### config.mk
export PLATFORM = sky130hd
export DESIGN_NAME = bcd_display_scan_flat
export DESIGN_NICKNAME = d
export VERILOG_FILES = /design/src/rtl/bcd_display_scan_pkg.sv /design/src/rtl/bcd_display_scan_if.sv /design/src/rtl/bcd_display_scan_seg7.sv /design/src/rtl/bcd_display_scan.sv /design/src/flat_wrapper.sv
export SDC_FILE = /design/constraint.sdc
export NUM_CORES = 1
export LEC_CHECK = 0
export ABC_CLOCK_PERIOD_IN_PS = 2300
export CORE_MARGIN = 1
export CORE_UTILIZATION = 53
export DETAILED_ROUTE_END_ITERATION = 10
export GPL_TIMING_DRIVEN = 0
export PLACE_DENSITY = 0.78
export RECOVER_POWER = 100
export SYNTH_ARGS = -nofsm -noshare
export SYNTH_HDL_FRONTEND = slang
export SYNTH_SLANG_ARGS = --single-unit
### constraint.sdc
create_clock -name clk -period 2.3 [get_ports clk]
set_clock_uncertainty 0.1 [all_clocks]
set_input_delay 0.46 -clock clk [delete_from_list [all_inputs] [get_ports clk]]
set_output_delay 0.46 -clock clk [all_outputs]
set_load 0.01 [all_outputs]
### src/rtl/bcd_display_scan_pkg.sv
// Shared constants for the multiplexed 4-digit seven-segment display scanner.
// Segment patterns are active-low, ordered {g,f,e,d,c,b,a}.
package bcd_disp_pkg;

   localparam int NUM_DIGITS = 4;

   localparam logic [6:0] SEG_BLANK = 7'h7F;
   localparam logic [6:0] SEG_DASH  = 7'h3F;

   // Entry n is the pattern for decimal digit n.
   localparam logic [9:0][6:0] SEG_TABLE = {
      7'h10, 7'h00, 7'h78, 7'h02, 7'h12,
      7'h19, 7'h30, 7'h24, 7'h79, 7'h40
   };

   typedef enum logic [$clog2(NUM_DIGITS)-1:0] {
      DIG_ONES = 2'd0,
      DIG_TENS = 2'd1,
      DIG_HUND = 2'd2,
      DIG_THOU = 2'd3
   } digit_idx_t;

   function automatic digit_idx_t next_idx(input digit_idx_t cur);
      digit_idx_t nxt;
      unique case (cur)
         DIG_ONES: nxt = DIG_TENS;
         DIG_TENS: nxt = DIG_HUND;
         DIG_HUND: nxt = DIG_THOU;
         DIG_THOU: nxt = DIG_ONES;
      endcase
      return nxt;
   endfunction

endpackage

### src/rtl/bcd_display_scan_if.sv
// Bundle of the BCD digit inputs and the display drive outputs.
// The scanner uses the slave side; the digit source / board model uses master.
interface bcd_display_scan_if;
   import bcd_disp_pkg::*;

   logic [3:0]            ones;
   logic [3:0]            tens;
   logic [3:0]            hundreds;
   logic [3:0]            thousands;
   logic                  blank_lz;
   logic [NUM_DIGITS-1:0] an;
   logic [6:0]            seg;
   logic                  dp;
   logic                  frame_tick;

   modport slave (
      input  ones, tens, hundreds, thousands, blank_lz,
      output an, seg, dp, frame_tick
   );

   modport master (
      output ones, tens, hundreds, thousands, blank_lz,
      input  an, seg, dp, frame_tick
   );

endinterface

### src/rtl/bcd_display_scan_seg7.sv
// Combinational BCD-to-seven-segment decoder; codes 10-15 render as a dash.
module seg7_decode
   import bcd_disp_pkg::*;
(
   input  logic [3:0] digit,
   input  logic       blank,
   output logic [6:0] seg
);

   always_comb begin
      seg = SEG_DASH;
      if (blank) begin
         seg = SEG_BLANK;
      end else if (digit <= 4'd9) begin
         seg = SEG_TABLE[digit];
      end
   end

endmodule

### src/rtl/bcd_display_scan.sv
// Time-multiplexed driver for a 4-digit common-anode display with a per-frame
// snapshot of the BCD inputs and optional leading-zero blanking.
module bcd_display_scan
   import bcd_disp_pkg::*;
#(
   parameter int REFRESH_DIV = 50000
) (
   input  logic               clk,
   input  logic               rst,
   bcd_display_scan_if.slave  bus
);

   localparam int PW = (REFRESH_DIV > 1) ? $clog2(REFRESH_DIV) : 1;
   localparam logic [PW-1:0] PRESC_LAST = PW'(REFRESH_DIV - 1);

   logic [PW-1:0]           presc_q, presc_d;
   digit_idx_t              idx_q, idx_d;
   logic [4*NUM_DIGITS-1:0] shadow_q, shadow_d;
   logic [NUM_DIGITS-1:0]   an_q, an_d;
   logic [6:0]              seg_q, seg_d;
   logic                    frame_q, frame_d;

   logic       slot_tick;
   logic       frame_wrap;
   logic [3:0] cur_digit;
   logic       blank_cur;
   logic       lz_thou, lz_hund, lz_tens;

   assign slot_tick  = (presc_q == PRESC_LAST);
   assign frame_wrap = slot_tick && (idx_q == DIG_THOU);

   // A digit is a leading zero only if every more-significant digit is too.
   assign lz_thou = (shadow_q[15:12] == 4'd0);
   assign lz_hund = lz_thou && (shadow_q[11:8] == 4'd0);
   assign lz_tens = lz_hund && (shadow_q[7:4] == 4'd0);

   always_comb begin
      presc_d   = slot_tick ? '0 : presc_q + 1'b1;
      idx_d     = slot_tick ? next_idx(idx_q) : idx_q;
      shadow_d  = frame_wrap ? {bus.thousands, bus.hundreds, bus.tens, bus.ones}
                             : shadow_q;
      frame_d   = frame_wrap;
      cur_digit = shadow_q[3:0];
      blank_cur = 1'b0;
      unique case (idx_q)
         DIG_ONES: begin
            cur_digit = shadow_q[3:0];
            blank_cur = 1'b0;
         end
         DIG_TENS: begin
            cur_digit = shadow_q[7:4];
            blank_cur = bus.blank_lz && lz_tens;
         end
         DIG_HUND: begin
            cur_digit = shadow_q[11:8];
            blank_cur = bus.blank_lz && lz_hund;
         end
         DIG_THOU: begin
            cur_digit = shadow_q[15:12];
            blank_cur = bus.blank_lz && lz_thou;
         end
      endcase
      an_d = blank_cur ? '1 : ~(NUM_DIGITS'(1) << idx_q);
   end

   seg7_decode u_seg7_decode (
      .digit (cur_digit),
      .blank (blank_cur),
      .seg   (seg_d)
   );

   always_ff @(posedge clk or posedge rst) begin
      if (rst) begin
         presc_q  <= '0;
         idx_q    <= DIG_ONES;
         shadow_q <= '0;
         an_q     <= '1;
         seg_q    <= SEG_BLANK;
         frame_q  <= 1'b0;
      end else begin
         presc_q  <= presc_d;
         idx_q    <= idx_d;
         shadow_q <= shadow_d;
         an_q     <= an_d;
         seg_q    <= seg_d;
         frame_q  <= frame_d;
      end
   end

   assign bus.an         = an_q;
   assign bus.seg        = seg_q;
   assign bus.dp         = 1'b1;
   assign bus.frame_tick = frame_q;

endmodule

### src/flat_wrapper.sv
// flat-port wrapper written by rule: the top's interface ports become plain ports
module bcd_display_scan_flat import bcd_disp_pkg::*;
#(
   parameter int REFRESH_DIV = 50000
)
  (clk, rst, bus_ones, bus_tens, bus_hundreds, bus_thousands, bus_blank_lz, bus_an, bus_seg, bus_dp, bus_frame_tick);
  bcd_display_scan_if bus_i ();
  input  logic clk;
  input  logic rst;
  input wire logic [$bits(bus_i.ones)-1:0] bus_ones;
  input wire logic [$bits(bus_i.tens)-1:0] bus_tens;
  input wire logic [$bits(bus_i.hundreds)-1:0] bus_hundreds;
  input wire logic [$bits(bus_i.thousands)-1:0] bus_thousands;
  input wire logic [$bits(bus_i.blank_lz)-1:0] bus_blank_lz;
  output wire logic [$bits(bus_i.an)-1:0] bus_an;
  output wire logic [$bits(bus_i.seg)-1:0] bus_seg;
  output wire logic [$bits(bus_i.dp)-1:0] bus_dp;
  output wire logic [$bits(bus_i.frame_tick)-1:0] bus_frame_tick;
  assign bus_i.ones = bus_ones;
  assign bus_i.tens = bus_tens;
  assign bus_i.hundreds = bus_hundreds;
  assign bus_i.thousands = bus_thousands;
  assign bus_i.blank_lz = bus_blank_lz;
  assign bus_an = bus_i.an;
  assign bus_seg = bus_i.seg;
  assign bus_dp = bus_i.dp;
  assign bus_frame_tick = bus_i.frame_tick;
  bcd_display_scan #(.REFRESH_DIV(REFRESH_DIV)) u_core (.clk(clk), .rst(rst), .bus(bus_i));
endmodule
* Yosys cells after proc, flatten, opt, wreduce, memory -nomap -nowiden
Memory sizes are Yosys's and may differ from the RTL's.
Index checks and enable logic that the tools add are counted.
** Word-level totals
- Flip-flop bits (word level) :: 46
- Memory bits (read-only) :: 112
- Logic and storage cells :: 34
- Memories :: 1
** Memory list
- (no name shown) :: words 16, bits a word 7, rd ports 1, clocked after memory_dff 0, write ports 0, line bcd_display_scan_seg7.sv:15 : seg = SEG_TABLE[digit];
** Operators by class
- Add/subtract/negate cells :: 1
- Magnitude comparators :: 2
- Equality and inequality tests :: 4
- Shift-type cells :: 1
- Muxes and demuxes :: 8
- Bitwise logic cells :: 1
- Reduce and logical (&&, ||, !) cells :: 10
** Operators with widths (count)
- 7-bit two-way mux :: 3
- 16-bit by 1-bit adder with 16-bit output, second input constant :: 1
- 16-bit == test, second input constant :: 1
- 16-bit two-way mux :: 1
- 4-bit case mux with 4 select lines :: 1
- 4-bit zero test :: 3
- 2-bit case mux with 4 select lines :: 1
- 1-bit logical AND :: 6
- 4-bit by 5-bit < comparator with 1-bit output, second input constant :: 1
- 2-bit == test, second input constant :: 2
- 4-bit less-or-equal comparator, second input constant :: 1
- 4-bit two-way mux :: 1
- 4-bit inverter :: 1
- 1-bit case mux with 4 select lines :: 1
- 1-bit by 2-bit << shifter with 4-bit output, first input constant :: 1
- 2-bit by 1-bit == test with 1-bit output, second input constant :: 1
- 2-bit zero test :: 1

* Depth between registers and ports, before layout
- Depth after elaboration :: 6
- Mapped depth :: 8
- Gate-level depth less buffers :: 8

* Cells and area by module
Synthesis repeated with hierarchy kept, for this count alone.
** Unflattened totals
- Cells, all modules :: 189
- Area total of the unflattened synthesis :: 2238.4 sq um
** Modules (own cells, without submodules)
- bcd_display_scan :: instances 1, cells an instance 159, area an instance 2023.2 sq um
- seg7_decode :: instances 1, cells an instance 30, area an instance 215.2 sq um

* Worst setup path after synthesis
OpenSTA, ideal clock, no wires.
- Kind :: register -> register
- From :: register u_core.idx_q[0]
- To :: register u_core.seg_q[4] (netlist: u_core.bus.seg[4])
- Setup time :: 0.084 ns
- Arrival time :: 1.925 ns
- Data required time :: 2.116 ns
- Path slack :: 0.191 ns
- Stages on the path, launching flop included :: 8
- Buffers on the path :: 1
- Period minus slack after synthesis :: 2.109 ns
- Path through :: dfrtp_1 > inv_1 > ha_1 > clkbuf_1 > or4b_2 > nor3_1 > o21ai_1 > o2111ai_1
** On the way
- Word-level cells in the longest chain between the ends :: 6
- Elaborated cells on any way between the ends :: 11
- Those cells by class :: order compare: 1; eq/ne: 3; mux: 5; reduce/logical: 1; memory: 1
** Ends and longest elaborated chain
- start: declaration :: line bcd_display_scan.sv:17 : digit_idx_t idx_q, idx_d;
- start signal: assignment :: line bcd_display_scan.sv:82 : idx_q <= idx_d;
- 2-bit == test, or another cell as far along :: line bcd_display_scan.sv:45 : unique case (idx_q)
- 4-bit case mux with 4 select lines :: line bcd_display_scan.sv:45
- memory read 16 x 7 bit
- 7-bit two-way mux (implied by the code) :: line bcd_display_scan_seg7.sv:15
- 7-bit two-way mux :: line bcd_display_scan_seg7.sv:14 : end else if (digit <= 4'd9) begin
- 7-bit two-way mux * :: line bcd_display_scan_seg7.sv:12 : if (blank) begin
- net u_core.seg_d[4] :: line bcd_display_scan.sv:20 : logic [6:0] seg_q, seg_d;
- end signal: assignment :: line bcd_display_scan.sv:85 : seg_q <= seg_d;
- end: declaration :: line bcd_display_scan.sv:20
The timed path passes the listed nets; every way through them passes the cells marked *. The select of a mux whose other input is x is not followed.
A chain may end at the register's enable or synchronous reset.

* Worst setup path in the final report
- From :: register u_core.presc_q[7]
- To :: register u_core.shadow_q[10]
** On the way
- Word-level cells in the longest chain between the ends :: 2
** Ends and longest elaborated chain
- start: declaration :: line bcd_display_scan.sv:16 : logic [PW-1:0] presc_q, presc_d;
- start signal: assignment :: line bcd_display_scan.sv:81 : presc_q <= presc_d;
- 16-bit == test :: line bcd_display_scan.sv:29 : assign slot_tick = (presc_q == PRESC_LAST);
- 1-bit logical AND :: line bcd_display_scan.sv:30 : assign frame_wrap = slot_tick && (idx_q == DIG_THOU);
- end signal: assignment :: line bcd_display_scan.sv:83 : shadow_q <= shadow_d;
- end: declaration :: line bcd_display_scan.sv:18 : logic [4*NUM_DIGITS-1:0] shadow_q, shadow_d;
Every way passes these cells.

==> metrics.md <==
| Metric | Value |
|---|---|
| Run status | finished clean |
| Final sum of negative setup slack | 0 ns |
| Iter 0 DRT Violations | 82 |
| Total routed wire length on the met1 layer | 1828 um |
| Clock slew at reported path FFs | 0.08 ns |
| Nets in the synthesized netlist | 206 |
| Routed via count | 1498 |
| Largest delay share family, worst path | simple AND/OR/NAND/NOR gates |
| Buffers & Inverters on Critical Path | 1 |
| Worst-path fanout max | 10 |
| CTS buffer count | 5 |
| Overflow after GRT | 0 |
| H-tree depth reported by CTS | 2 |
| Core area | 3799 um^2 |
| Fraction of registers with async set or reset after synthesis | 100.0% |
| Cells taking the most area after synthesis | sky130_fd_sc_hd__dfrtp_1 40%, sky130_fd_sc_hd__dfstp_2 13%, sky130_fd_sc_hd__mux2_4 6.2% |
| Post-synthesis instance area | around 2200 um^2 |
| Final antenna diode count | 0 |
| Global-route wire length before repair | about 7000 um |
| Fraction of the yosys area taken by sequential cells | 53.20% |
| Cell breakdown of the critical path | or4_4 -> nor4_4 -> nand2_4 -> buf_6 -> mux2_4 |
| Cell types with the highest counts after synthesis | 35 x sky130_fd_sc_hd__dfrtp_1, 14 x sky130_fd_sc_hd__inv_1, 11 x sky130_fd_sc_hd__dfstp_2 |
| Worst path required time | 2.38 ns |
| Die height | 66.28 um |
| Placed wire-length estimate after detailed placement | 3027 um |
| Total power density per cell area | 540.7 nW/um^2 |
| Fill count | approximately 280 |
| CTS tree | built |
| Post-detailed-placement cell area | 2550 um^2 |
| Worst slew margin relative to its limit | 39.34% |
| Number of routed nets with antenna violations | 0 |
| Met3 wire len | 145 um |
| Number of flops mapped to enable cells by yosys | 0 |
| Worst setup path class | reg2reg |
| Clock tree buffer depth | 2 |
| Cell at the root of the clock tree | sky130_fd_sc_hd__clkbuf_8 |
| Distinct cells, synth | 42 |
| Number of antenna violations at the first check in global routing | 0 |
| LEAKAGE | around 1.2 nW |
| Worst-case setup slack after placement | -0.09099 ns |
| Final Max Slew Viols | 0 |
| Top cell type's share of synthesized area | about 40% |
| Number of top-level pins | 32 |
| DRC violations left | 0 |
| DR WL met2 | 2110 um |
| PortBufs | 30 |
| Routability-driven placement congestion ratio | around 0.89 |
| Area Growth Syn to Fin | 21.77% |
| Std cell rows | 22 |
| WL/cell | roughly 16 um |
| Reg2Reg Setup Slack | slightly below 0.1 ns |
| Minimum clock period | roughly 2.2 ns |
| Synth Instances | 178 |
| Final hold violations | 0 |
| Path type of the worst min-delay path | reg2reg |
| Final design area excluding fillers | about 2700 um^2 |
| Number of storage elements in the synthesis netlist | 46 |
| Cell taking the most area after synthesis | sky130_fd_sc_hd__dfrtp_1 |
| Highest routed layer | met4 |
| Num Clock Sinks | 46 |
| Post-Syn Area per Cell | 12.30 um^2 |
| CP Data Arrival Time | 2.28 ns |
| Routed wire length | between 4000 and 5000 um |
| Delay of the slowest cell on the worst path | roughly 0.56 ns |
| Slew @ Worst Pin | 0.9085 ns |
| Ratio of cells with drive above 1 in the final layout | a little under a quarter |
| Number of warning messages in the yosys log | 0 |
| Width of the die | 66.28 um |
| Total power consumption of the routed design | 0.001442 W |
| Die Footprint | 4392 um^2 |
| Number of buffers inserted by hold repair at cts | 0 |
| Worst VDD drop | 0.4082 mV |
| Fin nets | 244 |
| Detail-routed via count per cell | 5.653 |
| Most frequent cell after synthesis | sky130_fd_sc_hd__dfrtp_1 |
| Effective utilization at floorplan | 57.64% |
| Skew-Pair Late Insertion Delay | 0.29 ns |
| Tcrit/Tclk final | around 96% |
| Ys flop type | sky130_fd_sc_hd__dfrtp_1 |
| Smallest setup slack after layout | between 0.09 and 0.1 ns |
| Crit start category | flip-flop |
| Number of global-route vias before repair | 1497 |
| Largest net degree at the start of global routing | 47 |
| TritonRoute pass-1 iters | 5 |
| All-Layer GR Usage | about 22% |
| Slowest CP cell | sky130_fd_sc_hd__or4_4 |
| Nature of the critical path endpoint | flip-flop |
| Max-capacitance violation count | 0 |
| Max Fclk | 454.2 MHz |
| Final Setup Violations | 0 |
-- final timing paths --
path | start | to | depth (start not counted)
max | u_core.presc_q[7]$_DFF_PP0_ | u_core.shadow_q[10]$_DFFE_PP0P_ | 5
min | u_core.presc_q[12]$_DFF_PP0_ | u_core.presc_q[12]$_DFF_PP0_ | 1
max reg2reg | u_core.presc_q[7]$_DFF_PP0_ | u_core.shadow_q[10]$_DFFE_PP0P_ | 5
min reg2reg | u_core.presc_q[12]$_DFF_PP0_ | u_core.presc_q[12]$_DFF_PP0_ | 1
max in group asynchronous | rst | u_core.shadow_q[6]$_DFFE_PP0P_ | 2
min in group asynchronous | rst | u_core.presc_q[10]$_DFF_PP0_ | 2
-- cells by family after synthesis --
group	after synthesis	share of synthesized area [%]
DFF	46	53.20
and+or+nand+nor	46	12.51
muxes	24	13.60
AOI/OAI and AO/OA	22	7.143
buffers and inverters	19	3.829
xor gates and xnor gates	11	4.400
adders and majority gates	9	5.143
other	1	0.1713
-- flip-flops by register name, summed over array words and instances, names as in the netlist --
signal / count
u_core.bus.an: 4
u_core.idx_q: 2
u_core.presc_q: 16
u_core.bus.frame_tick: 1
u_core.shadow_q: 16
u_core.bus.seg: 7
-- cells in the final DEF (no fill, tap or decap), drive strengths merged, types with 2 or more instances in the layout --
cell,count
o21ai,8
nor2,8
dfrtp,35
xnor2,5
a222oi,4
and3,3
dfstp,11
mux2i,5
nand2,9
mux2,19
nand3,5
xor2,6
a21oi,2
buf,6
clkbuf,8
nand2b,2
ha,9
nand4,5
nor3,3
nor4,5
inv,14
clkdlybuf4s50,28
dlygate4sd3,2
-- worst register-to-register path, cell delays in order (launching register included) --
cell,delay [ns]
sky130_fd_sc_hd__dfrtp_1,0.41
sky130_fd_sc_hd__or4_4,0.56
sky130_fd_sc_hd__nor4_4,0.37
sky130_fd_sc_hd__nand2_4,0.16
sky130_fd_sc_hd__buf_6,0.19
sky130_fd_sc_hd__mux2_4,0.30
-- final cells by class --
| class | instances | area [um^2] | share of cell area [%] |
|---|---|---|---|
| flip-flops and latches | 46 | 1165 | 43.69 |
| repair buffers | 33 | 322.8 | 12.11 |
| plain buffers | 3 | 23.77 | 0.8916 |
| well taps | 48 | 60.06 | 2.252 |
| clock buffers | 8 | 80.08 | 3.003 |
| inverters | 14 | 52.55 | 1.971 |
| multi-input cells | 113 | 962.2 | 36.09 |
-- layer usage --
metal | global-route usage, % | up-vias
li1 | - | 706
met1 | 25.73 | 742
met2 | 37.63 | 44
met3 | 4.483 | 6
met4 | 9.043 | 0
met5 | 0 | -
-- power by group --
part	switching, W	total (W)	internal, W
sequential	0.0000147	0.000854	0.000840
combinational	0.0000520	0.000125	0.0000735
clock	0.000246	0.000462	0.000216
total	0.000312	0.00144	0.00113
-- through the flow --
stage	std cells	hold slack [ns]	utilization [%]
detailed placement	256	0.3789	67.13
finish	265	0.4009	70.19
global route	265	0.4225	70.19
global placement	256	0.3552	67.13
CTS	264	0.4027	69.66
floorplan	178	0.3386	-
-- timing repair --
action / 4_1_cts / 5_1_grt
resized for setup: 4 / 4
pin swaps: 2 / 3
setup buffers: 1 / 2
endpoints found under the setup margin: 15 / 17
Power figures use the tool's default switching activity.
